<file path="src/rtl/cpu_pkg.sv">
// Shared CPU types and constants used by the fetch stage.
// Holds the HLT encoding and the fetch FSM state type.
package cpu_pkg;

   localparam int ADDR_W_DEF = 5;
   localparam int DATA_W_DEF = 32;

   localparam logic [31:0] HLT_INSN = 32'h0;

   typedef enum logic {
      FS_RUN,
      FS_HALT
   } fetch_state_t;

endpackage

</file>
<file path="src/rtl/fetch_perf_ctr.sv">
// Fetch and bubble event counters for the fetch stage.
// Both counters clear on reset and wrap naturally at 2^32.
module fetch_perf_ctr (
   input  logic        clk,
   input  logic        rst_n,
   input  logic        fetch_evt,
   input  logic        bubble_evt,
   output logic [31:0] perf_fetch_o,
   output logic [31:0] perf_bubble_o
);

   logic [31:0] fetch_q;
   logic [31:0] bubble_q;

   always_ff @(posedge clk) begin
      if (!rst_n) begin
         fetch_q  <= '0;
         bubble_q <= '0;
      end else begin
         if (fetch_evt)
            fetch_q <= fetch_q + 32'd1;
         if (bubble_evt)
            bubble_q <= bubble_q + 32'd1;
      end
   end

   assign perf_fetch_o  = fetch_q;
   assign perf_bubble_o = bubble_q;

endmodule

</file>
<file path="src/rtl/fetch_stage.sv">
// Instruction fetch stage: PC, ROM addressing, IF/ID register, HLT freeze.
// Define FETCH_PERF_EN to add fetch/bubble performance counters.
module fetch_stage
   import cpu_pkg::*;
#(
   parameter int ADDR_W   = ADDR_W_DEF,
   parameter int DATA_W   = DATA_W_DEF,
   parameter int RESET_PC = 0
) (
   input  logic              clk,
   input  logic              rst_n,
   output logic [ADDR_W-1:0] rom_addr_o,
   input  logic [DATA_W-1:0] rom_data_i,
   input  logic              redirect_i,
   input  logic [ADDR_W-1:0] redirect_pc_i,
   input  logic              id_ready_i,
   output logic              id_valid_o,
   output logic [DATA_W-1:0] id_instr_o,
   output logic [ADDR_W-1:0] id_pc_o,
   output logic              halted_o
`ifdef FETCH_PERF_EN
   ,
   output logic [31:0]       perf_fetch_o,
   output logic [31:0]       perf_bubble_o
`endif
);

   fetch_state_t      state_q, state_n;
   logic [ADDR_W-1:0] pc_q, pc_n;
   logic              valid_q, valid_n;
   logic [DATA_W-1:0] instr_q, instr_n;
   logic [ADDR_W-1:0] id_pc_q, id_pc_n;
   logic              halted_q, halted_n;
   logic              load;
   logic              is_hlt;

   assign load   = !valid_q || id_ready_i;
   assign is_hlt = (rom_data_i == DATA_W'(HLT_INSN));

   always_ff @(posedge clk) begin
      if (!rst_n) begin
         state_q  <= FS_RUN;
         pc_q     <= ADDR_W'(RESET_PC);
         valid_q  <= 1'b0;
         instr_q  <= '0;
         id_pc_q  <= '0;
         halted_q <= 1'b0;
      end else begin
         state_q  <= state_n;
         pc_q     <= pc_n;
         valid_q  <= valid_n;
         instr_q  <= instr_n;
         id_pc_q  <= id_pc_n;
         halted_q <= halted_n;
      end
   end

   always_comb begin
      state_n  = state_q;
      pc_n     = pc_q;
      valid_n  = valid_q;
      instr_n  = instr_q;
      id_pc_n  = id_pc_q;
      halted_n = halted_q;
      unique case (state_q)
         FS_RUN: begin
            // a redirect squashes whatever is fetched this cycle, HLT included
            if (redirect_i) begin
               valid_n = 1'b0;
               pc_n    = redirect_pc_i;
            end else if (load) begin
               valid_n = 1'b1;
               instr_n = rom_data_i;
               id_pc_n = pc_q;
               if (is_hlt) begin
                  state_n  = FS_HALT;
                  halted_n = 1'b1;
               end else begin
                  pc_n = pc_q + ADDR_W'(1);
               end
            end
         end
         FS_HALT: begin
            halted_n = 1'b1;
            if (id_ready_i)
               valid_n = 1'b0;
         end
         default: begin
            state_n = FS_RUN;
         end
      endcase
   end

   assign rom_addr_o = pc_q;
   assign id_valid_o = valid_q;
   assign id_instr_o = instr_q;
   assign id_pc_o    = id_pc_q;
   assign halted_o   = halted_q;

`ifdef FETCH_PERF_EN
   logic fetch_evt;
   logic bubble_evt;

   assign fetch_evt  = (state_q == FS_RUN) && !redirect_i && load;
   assign bubble_evt = (state_q == FS_RUN) && !valid_q;

   fetch_perf_ctr u_perf (
      .clk           (clk),
      .rst_n         (rst_n),
      .fetch_evt     (fetch_evt),
      .bubble_evt    (bubble_evt),
      .perf_fetch_o  (perf_fetch_o),
      .perf_bubble_o (perf_bubble_o)
   );
`endif

endmodule

</file>
<file path="config.mk">
export PLATFORM = sky130hd
export DESIGN_NAME = fetch_stage
export DESIGN_NICKNAME = d
export VERILOG_FILES = /design/src/rtl/cpu_pkg.sv /design/src/rtl/fetch_perf_ctr.sv /design/src/rtl/fetch_stage.sv
export SDC_FILE = /design/constraint.sdc
export NUM_CORES = 1
export LEC_CHECK = 0
export BUFFER_PORTS_ARGS = -buffer_cell sky130_fd_sc_hd__buf_2
export CAP_MARGIN = 20
export CORE_MARGIN = 2
export CORE_UTILIZATION = 41
export DETAILED_ROUTE_END_ITERATION = 6
export PLACE_DENSITY = 0.8
export SLEW_MARGIN = 20
export SYNTH_ARGS = -nofsm -noshare
export SYNTH_HDL_FRONTEND = slang
export SYNTH_HIERARCHICAL = 1
export SYNTH_SLANG_ARGS = --single-unit
</file>
<file path="constraint.sdc">
create_clock -name clk -period 1.35 [get_ports clk]
set_input_delay 0.135 -clock clk [delete_from_list [all_inputs] [get_ports clk]]
set_output_delay 0.135 -clock clk [all_outputs]
set_load 0.1 [all_outputs]
</file>
==> metrics, run 1 <==
H-tree levels 2; crit path kind flip-flop to flip-flop; GRT Total Usage 17.9%; Reg2Reg Depth 5; initial antenna violation count 0; Avg WL per Cell 12.0 um; worst hold path type input port to flip-flop; slowest stage delay, CP 0.36 ns; r2r endpoint id_instr_o[30]; DP Area 0.00234 mm2; CP arrival 1.44 ns; die extent in x 70.1 um; Post-Synthesis Cells 223; Max Freq 787 MHz; Max-cap violations 0; core area 0.00426 mm2; sequential element share of the synthesized area 50.3%; ANT cells 0; Multi-input gate area 832 um2; Post-CTS Resized 0; period utilization 94.1%; Final Max Slew Viols 0; Num CTS Buffers 5; Vias/cell 5.02; R2R Path Start id_valid_o; Mapped Nets 265; clock latency at the later pin of the worst-skew pair 0.29 ns; Area Growth Syn to Fin 36.8%; CTS tree done; Worst VDD drop 0.000615 V; #FFs+latches synth 45; top-area cell type share of the netlist area 50.3%; Yosys cell types 30; layout cells sized above 1 36.4%; crit path launch type flip-flop; Setup crit end kind flip-flop; Yosys warning total 6; RSZ-0062 raised after global routing no; final instance area 0.00245 mm2; register area 916 um2; Core Rows 24; IO Port Bufs 84; Avg Cell Area, Syn 8.02 um2; fraction of registers with async set/reset 0%; Final Hold Violating Endpoints 0; routed wire length 4390 um; Clock Tree Buf Depth 2; status finished, final reports clean; Root Buffer Master clkbuf_8; NumNets Final 354; largest net degree at the start of global routing 28; setup violators final 0; final design utilization 57.4%; first-pass GRT wire length 7130 um; DIE HEIGHT 70.1 um; Routability Congestion 0.818; Post-synth EDFFs 0; most numerous cell in the Yosys netlist nand2_1; crit path max fanout 10; Vias 1834; prevailing post-synth register cell dfxtp_1; Synth Cell Area 0.00179 mm2; Post CTS Setup Buffer Count 0; total global routing overflow 0; leading area contributor after synthesis dfxtp_1; Relative slew margins 67.0%; Die ar. 0.00491 mm2; most common library cells after synthesis nand2_1 (81), dfxtp_1 (45), a21oi_1 (41); # hold bufs at CTS 0; hold wc startpoint rom_data_i[1]; first drt pass iteration count 4; CTS clk-pin slew, worst paths 0.08 ns; Least-Margin Pin Slew 0.498 ns; required time worst endpoint 1.52 ns; drc violations 0; Power Density 1370 mW/mm2; Iteration-0 DRC Markers 120; crit path cell chain nor2b_4 -> or3_4 -> buf_4 -> nand2_1 -> a21oi_1; CP startpoint id_valid_o; initial core utilization 42.0%; synth top area cells dfxtp_1 (50%), nand2_1 (17%), a21oi_1 (11%); Worst Clk Skew 0.00582 ns; leakage 1.13 nW; Num Clock Sinks 45; # fillers 418; post-DP HPWL 3270 um; Final ANT Viol Nets 0; Worst R2R Setup Slack 0.08 ns; I/O pin count 85; vias in the first global route 1596; Critical-path top delay cell or3_4; Final min period 1.27 ns; CP endpoint id_instr_o[30]; Hold Crit Depth 3
[worst min-delay path by stage]
stage,end,slack (ns)
4_1_cts,id_instr_o[1],0.07
3_5_place_dp,id_instr_o[12],0.39
2_1_floorplan,halted_o,0.25
5_1_grt,id_instr_o[1],0.09
3_3_place_gp,id_instr_o[12],0.39
6_report,id_instr_o[1],0.09
[placed cells by master (no fill, tap or decap), types with 3 or more instances in the layout]
cell and count:
o211ai_1 3, nor2_1 4, buf_4 8, clkbuf_8 5
dfxtp_2 3, nor4_2 4, o21ai_1 3, nand2_1 81
dfxtp_1 39, dfxtp_4 3, a21oi_1 41, buf_2 84
nor4_1 4
[cells by family (layout without fill, tap and decap cells)]
logic type	after synthesis	after routing	synth area share, %
compound gates	58	58	18.3
fa+ha+maj	1	1	0.699
buf+inv	14	104	3.71
flops	45	45	50.3
mux	1	1	0.559
simple gates	104	104	26.4
[state kept, by name (all words and copies together), names as in the netlist]
signal,cells
halted_o,1
id_instr_o,32
id_pc_o,5
id_valid_o,1
rom_addr_o,5
state_q,1
[final cells by class]
cell class | instances | area share, %
flip-flops and latches | 45 | 37.4
multi-input cells | 164 | 34.0
repair buffers | 94 | 21.3
clock buffers | 6 | 2.97
well taps | 52 | 2.66
clock inverters | 2 | 1.38
inverters | 2 | 0.307
[routing by layer]
layer / track usage, % / wire length (um) / vias up
li1: - / - / 930
met1: 23.1 / 1940 / 834
met2: 29.5 / 2120 / 65
met3: 3.32 / 284 / 5
met4: 7.05 / 53 / 0
met5: 0 / 0 / -
[where the power goes]
part           leakage, nW  internal, mW  switching, mW  total (mW)
sequential           0.373          1.40         0.0453        1.45
combinational        0.708         0.192          0.744       0.936
clock               0.0528         0.546          0.424       0.970
[per-stage QoR]
stage               hold slack [ns]  power [mW]  instances  setup TNS (ns)  setup slack [ns]
floorplan                     0.252        2.21        223           -2.41            -0.103
global placement              0.390        2.41        357          -0.557            -0.166
detailed placement            0.393        2.42        357          -0.512            -0.163
CTS                          0.0747        3.40        365               0            0.0763
global route                 0.0904        3.50        365               0            0.0202
finish                       0.0874        3.35        365               0            0.0800
[worst max-delay path, delay by kind of cell (launching register included)]
kind	cells	cell delay [ns]
and+or+nand+nor	3	0.57
DFF	1	0.35
buffers and inverters	1	0.19
AOI/OAI and AO/OA	1	0.06
Power figures use the tool's default switching activity.
==> run 2, diff against run 1 <==
--- a/config.mk
+++ b/config.mk
@@ -11,7 +11,8 @@
 export CORE_UTILIZATION = 41
 export DETAILED_ROUTE_END_ITERATION = 6
 export PLACE_DENSITY = 0.8
-export SLEW_MARGIN = 20
+export REMOVE_ABC_BUFFERS = 1
+export SLEW_MARGIN = 0
 export SYNTH_ARGS = -nofsm -noshare
 export SYNTH_HDL_FRONTEND = slang
 export SYNTH_HIERARCHICAL = 1
==> metrics, run 2 (synthesized netlist as in run 1, its figures left out) <==
status finished, final reports clean (unchanged); GRT Total Usage 18.8% (was 17.9%); Final ANT Viol Nets 0 (unchanged); Area Growth Syn to Fin 39.4% (was 36.8%); Worst VDD drop 0.000712 V (was 0.000615 V); Iteration-0 DRC Markers 101 (was 120); Avg WL per Cell 12.1 um (was 12.0 um); Relative slew margins 67.1% (was 67.0%); die extent in x 70.1 um (unchanged); placed insts 367 (was 357); Clock Tree Buf Depth 2 (unchanged); crit path max fanout 17 (was 10); Power Density 1310 mW/mm2 (was 1370 mW/mm2); crit path cell chain nor2b_2 -> or3_4 -> buf_4 -> nand2_1 -> a21oi_1 (was nor2b_4 -> or3_4 -> buf_4 -> nand2_1 -> a21oi_1); IO Port Bufs 84 (unchanged); RSZ-0062 raised after global routing yes (was no); Vias/cell 5.01 (was 5.02); drc violations 0 (unchanged); # fillers 409 (was 418); Root Buffer Master clkbuf_8 (unchanged); CTS clk-pin slew, worst paths 0.08 ns (about the same); layout cells sized above 1 38.1% (was 36.4%); Largest register FFs 32 (unchanged); setup violators final 0 (unchanged); crit path kind flip-flop to flip-flop (unchanged); dpl ws -0.203 ns (was -0.163 ns); Final min period 1.30 ns (was 1.27 ns); total global routing overflow 0 (unchanged); CTS tree done (unchanged); Max-cap violations 0 (unchanged); Max Freq 771 MHz (was 787 MHz); Num Clock Sinks 45 (unchanged); Core Rows 24 (unchanged); Final Max Slew Viols 0 (unchanged); Final Worst Setup Slack 0.0530 ns (was 0.0800 ns); worst hold path type input port to flip-flop (unchanged); Least-Margin Pin Slew 0.497 ns (was 0.498 ns); clock latency at the later pin of the worst-skew pair 0.29 ns (about the same); first-pass GRT wire length 7530 um (was 7130 um); H-tree levels 2 (unchanged); Fin Hold WS 0.0864 ns (was 0.0874 ns); Num CTS Buffers 5 (unchanged); routed wire length 4550 um (was 4390 um); most frequent cells in the layout nand2_1 (81), buf_2 (80), dfxtp_1 (45) (was buf_2 (84), nand2_1 (81), a21oi_1 (41)); Vias 1877 (was 1834); largest net degree at the start of global routing 21 (was 28); DIE HEIGHT 70.1 um (unchanged); initial antenna violation count 0 (unchanged); slowest stage delay, CP 0.36 ns (about the same); Die ar. 0.00491 mm2 (unchanged); crit path launch type flip-flop (unchanged); CP arrival 1.48 ns (was 1.44 ns); vias in the first global route 1736 (was 1596); leakage 1.17 nW (was 1.13 nW); NumNets Final 364 (was 354); first drt pass iteration count 4 (unchanged); Critical-path top delay cell or3_4 (unchanged); core area 0.00426 mm2 (unchanged); Routability Congestion 0.796 (was 0.818); I/O pin count 85 (unchanged); Total Power 3.26 mW (was 3.35 mW); ANT cells 0 (unchanged); required time worst endpoint 1.54 ns (was 1.52 ns); commonest non-fill, non-tap cell in the layout nand2_1 (was buf_2); initial core utilization 42.0% (unchanged); Setup crit end kind flip-flop (unchanged); Final Hold Violating Endpoints 0 (unchanged); Layout Cells excl Fill 375 (was 365); Worst Clk Skew 0.00396 ns (was 0.00582 ns); post-DP HPWL 3430 um (was 3270 um); period utilization 96.1% (was 94.1%)
## run 2: changes by cell type in the layout (fill, tap and decap cells not counted), moves of 2 or more
cell,delta
buf_4,+11
dfxtp_1,+6
buf_2,-4
clkbuf_4,+4
dfxtp_2,-3
dfxtp_4,-3
buf_12,-2
## run 2: repair_timing
item,CTS,global route
pin swaps,0,0
setup endpoints to repair,4,30
buffers inserted,0,0
gates resized for setup,1,8
hold buffers,0,0
## run 2: final cells by class
type / count / area (um2) / area share (%)
clock inverter: 2 / 13.8 / 0.552
tap: 52 / 65.1 / 2.61
clock buffer: 6 / 82.6 / 3.31
inverter: 2 / 7.51 / 0.301
sequential: 45 / 901 / 36.1
multi-input combinational: 164 / 840 / 33.7
timing repair buffer: 104 / 584 / 23.4
## run 2: metal layers
metal  part of all wire [%]  GRT usage (%)
met5                      0              0
met4                    1.4           6.20
met3                    6.3           5.19
met2                     48           31.0
met1                     44           23.8
## run 2: final timing paths
check / start / end / slack [ns] / depth (start not counted)
worst max-delay path: id_valid_o / id_instr_o[21] / 0.05 / 5
worst min-delay path: rom_data_i[1] / id_instr_o[1] / 0.09 / 3
worst max register to register: id_valid_o / id_instr_o[21] / 0.05 / 5
worst min register to register: id_instr_o[29] / id_instr_o[29] / 0.45 / 2
## run 2: through the flow
step | util [%] | TNS, ns | cell area [um2]
2_1_floorplan | - | -40.76 | 1730
3_3_place_gp | 55.5 | -0.475 | 2370
3_5_place_dp | 55.5 | -0.760 | 2370
4_1_cts | 57.9 | 0 | 2470
5_1_grt | 58.5 | -0.103 | 2490
6_report | 58.5 | 0 | 2490
## run 2: critical path: cells and delay by family (launching register included)
family                 cells  cell delay [ns]
AOI/OAI and AO/OA          1             0.06
buffers and inverters      1             0.21
and+or+nand+nor            3             0.60
DFF                        1             0.32
## run 2: where the power goes
group	internal [mW]	total, mW	leakage, nW	switching [mW]
sequential	1.40	1.44	0.370	0.0411
combinational	0.210	0.964	0.750	0.754
clock	0.415	0.857	0.0512	0.442
==> run 3, diff against run 2 <==
--- a/config.mk
+++ b/config.mk
@@ -10,6 +10,8 @@
 export CORE_MARGIN = 2
 export CORE_UTILIZATION = 41
 export DETAILED_ROUTE_END_ITERATION = 6
+export HOLD_SLACK_MARGIN = 0.12
+export MAX_ROUTING_LAYER = met4
 export PLACE_DENSITY = 0.8
 export REMOVE_ABC_BUFFERS = 1
 export SLEW_MARGIN = 0
==> metrics, run 3 (synthesized netlist as in run 1, its figures left out) <==
Worst VDD drop 0.000744 V (was 0.000712 V); Internal 2.08 mW (was 2.03 mW); vias in the first global route 1860 (was 1736); first-pass GRT wire length 8380 um (was 7530 um); Setup crit end kind flip-flop (unchanged); leakage 1.29 nW (was 1.17 nW); worst hold path type input port to flip-flop (unchanged); Core Rows 24 (unchanged); setup violators final 0 (unchanged); Largest register FFs 32 (unchanged); die extent in x 70.1 um (unchanged); routed wire length 5160 um (was 4550 um); RSZ-0062 raised after global routing yes (unchanged); Iteration-0 DRC Markers 110 (was 101); Worst Clk Skew 0.00562 ns (was 0.00396 ns); IO Port Bufs 84 (unchanged); crit path kind flip-flop to flip-flop (unchanged); drc violations 0 (unchanged); sw power 1.27 mW (was 1.24 mW); CTS clk-pin slew, worst paths 0.09 ns (was 0.08 ns); first drt pass iteration count 4 (unchanged); R2R Path Start id_valid_o (unchanged); crit path cell chain nor2b_2 -> or3_4 -> buf_4 -> nand2_1 -> a21oi_1 (unchanged); I/O pin count 85 (unchanged); Routability Congestion 0.807 (was 0.796); CP top delay family simple AND/OR/NAND/NOR gates (unchanged); Final Max Slew Viols 0 (unchanged); Avg WL per Cell 12.8 um (was 12.1 um); initial core utilization 42.0% (unchanged); Final Hold Violating Endpoints 0 (unchanged); Num Clock Sinks 45 (unchanged); CP startpoint id_valid_o (unchanged); CTS tree done (unchanged); DIE HEIGHT 70.1 um (unchanged); Num CTS Buffers 5 (unchanged); Final min period 1.30 ns (about the same); clock latency at the later pin of the worst-skew pair 0.29 ns (about the same); Clk pwr share 26.1% (was 26.3%); ANT cells 0 (unchanged); Gate power share 30.9% (was 29.5%); CP arrival 1.49 ns (was 1.48 ns); sequential power share 43.0% (was 44.2%); post-DP HPWL 3430 um (unchanged); Vias/cell 4.93 (was 5.01); core area 0.00426 mm2 (unchanged); slowest stage delay, CP 0.36 ns (about the same); Worst Path Buf+Inv 1 (unchanged); NumNets Final 393 (was 364); # fillers 379 (was 409); Post CTS Setup Buffer Count 0 (unchanged); required time worst endpoint 1.54 ns (about the same); crit path launch type flip-flop (unchanged); GRT Total Usage 21.4% (was 18.8%); setup TNS 0 ns (unchanged); layout cells sized above 1 34.9% (was 38.1%); sw frac 37.9% (about the same); status finished, final reports clean (unchanged); largest net degree at the start of global routing 21 (unchanged); total global routing overflow 0 (unchanged); Total Power 3.35 mW (was 3.26 mW); Final ANT Viol Nets 0 (unchanged); Max Freq 768 MHz (was 771 MHz); Clock Tree Buf Depth 2 (unchanged); period utilization 96.5% (was 96.1%); most frequent cells in the layout nand2_1 (81), buf_2 (80), dfxtp_1 (45) (unchanged); Layout Cells excl Fill 404 (was 375); Area Growth Syn to Fin 55.6% (was 39.4%); hold wc startpoint id_ready_i (was rom_data_i[1]); Die ar. 0.00491 mm2 (unchanged); Vias 1993 (was 1877); final design utilization 65.3% (was 58.5%); initial antenna violation count 0 (unchanged); commonest non-fill, non-tap cell in the layout nand2_1 (unchanged); placed insts 367 (unchanged); Power Density 1200 mW/mm2 (was 1310 mW/mm2); H-tree levels 2 (unchanged); Relative slew margins 66.8% (was 67.1%); Critical-path top delay cell or3_4 (unchanged); Root Buffer Master clkbuf_8 (unchanged); crit path max fanout 15 (was 17); Least-Margin Pin Slew 0.501 ns (was 0.497 ns); Max-cap violations 0 (unchanged)
[run 3: cell count changes in the layout (fill, tap and decap cells not counted), sizes merged]
| cell | change |
|---|---|
| dlygate4sd3 | +29 |
[run 3: what timing repair did]
item,in CTS,in global routing
setup endpoints to repair,4,28
endpoints found under the hold margin,32,0
hold buffers,29,0
resized for setup,1,8
[run 3: final timing paths]
path,cells after the start,slack [ns],endpoint
min reg2reg,2,0.45,id_instr_o[1]
max reg2reg,5,0.05,id_instr_o[4]
min,3,0.15,id_valid_o
max,5,0.05,id_instr_o[4]
[run 3: routing by layer]
layer	GRT usage (%)	vias up	wire (um)
met3	5.34	13	298
met2	35.0	73	2540
met4	6.84	0	102
li1	-	1009	-
met1	26.0	898	2220
met5	-	-	0
[run 3: cell type report]
class                           count  area (um2)  share of cell area [%]
Inverter                            2        7.51                   0.270
Sequential cell                    45         901                    32.4
Clock buffer                        6        82.6                    2.97
Timing Repair Buffer              133         875                    31.4
Multi-Input combinational cell    164         840                    30.2
Clock inverter                      2        13.8                   0.494
Tap cell                           52        65.1                    2.34
[run 3: through the flow]
stage / area (um2) / setup WS, ns / hold WS (ns)
after floorplan: 1730 / -1.11 / 0.252
after global placement: 2370 / -0.160 / 0.388
after detailed placement: 2370 / -0.203 / 0.396
after CTS: 2760 / 0.00326 / 0.150
after global routing: 2780 / -0.0285 / 0.157
final: 2780 / 0.0473 / 0.153
[run 3: tightest hold or removal path: stages]
cell      delay (ns)
buf_2           0.10
nand2b_1        0.10
a211oi_1        0.07
[run 3: power groups by stage]
stage	Sequential [mW]	Clock (mW)	Combinational [mW]
after floorplan	2.02	0	0.162
after detailed placement	1.47	0	0.955
after CTS	1.44	0.888	1.02
final	1.44	0.874	1.04
after global placement	1.47	0	0.947
after global routing	1.45	0.937	1.09
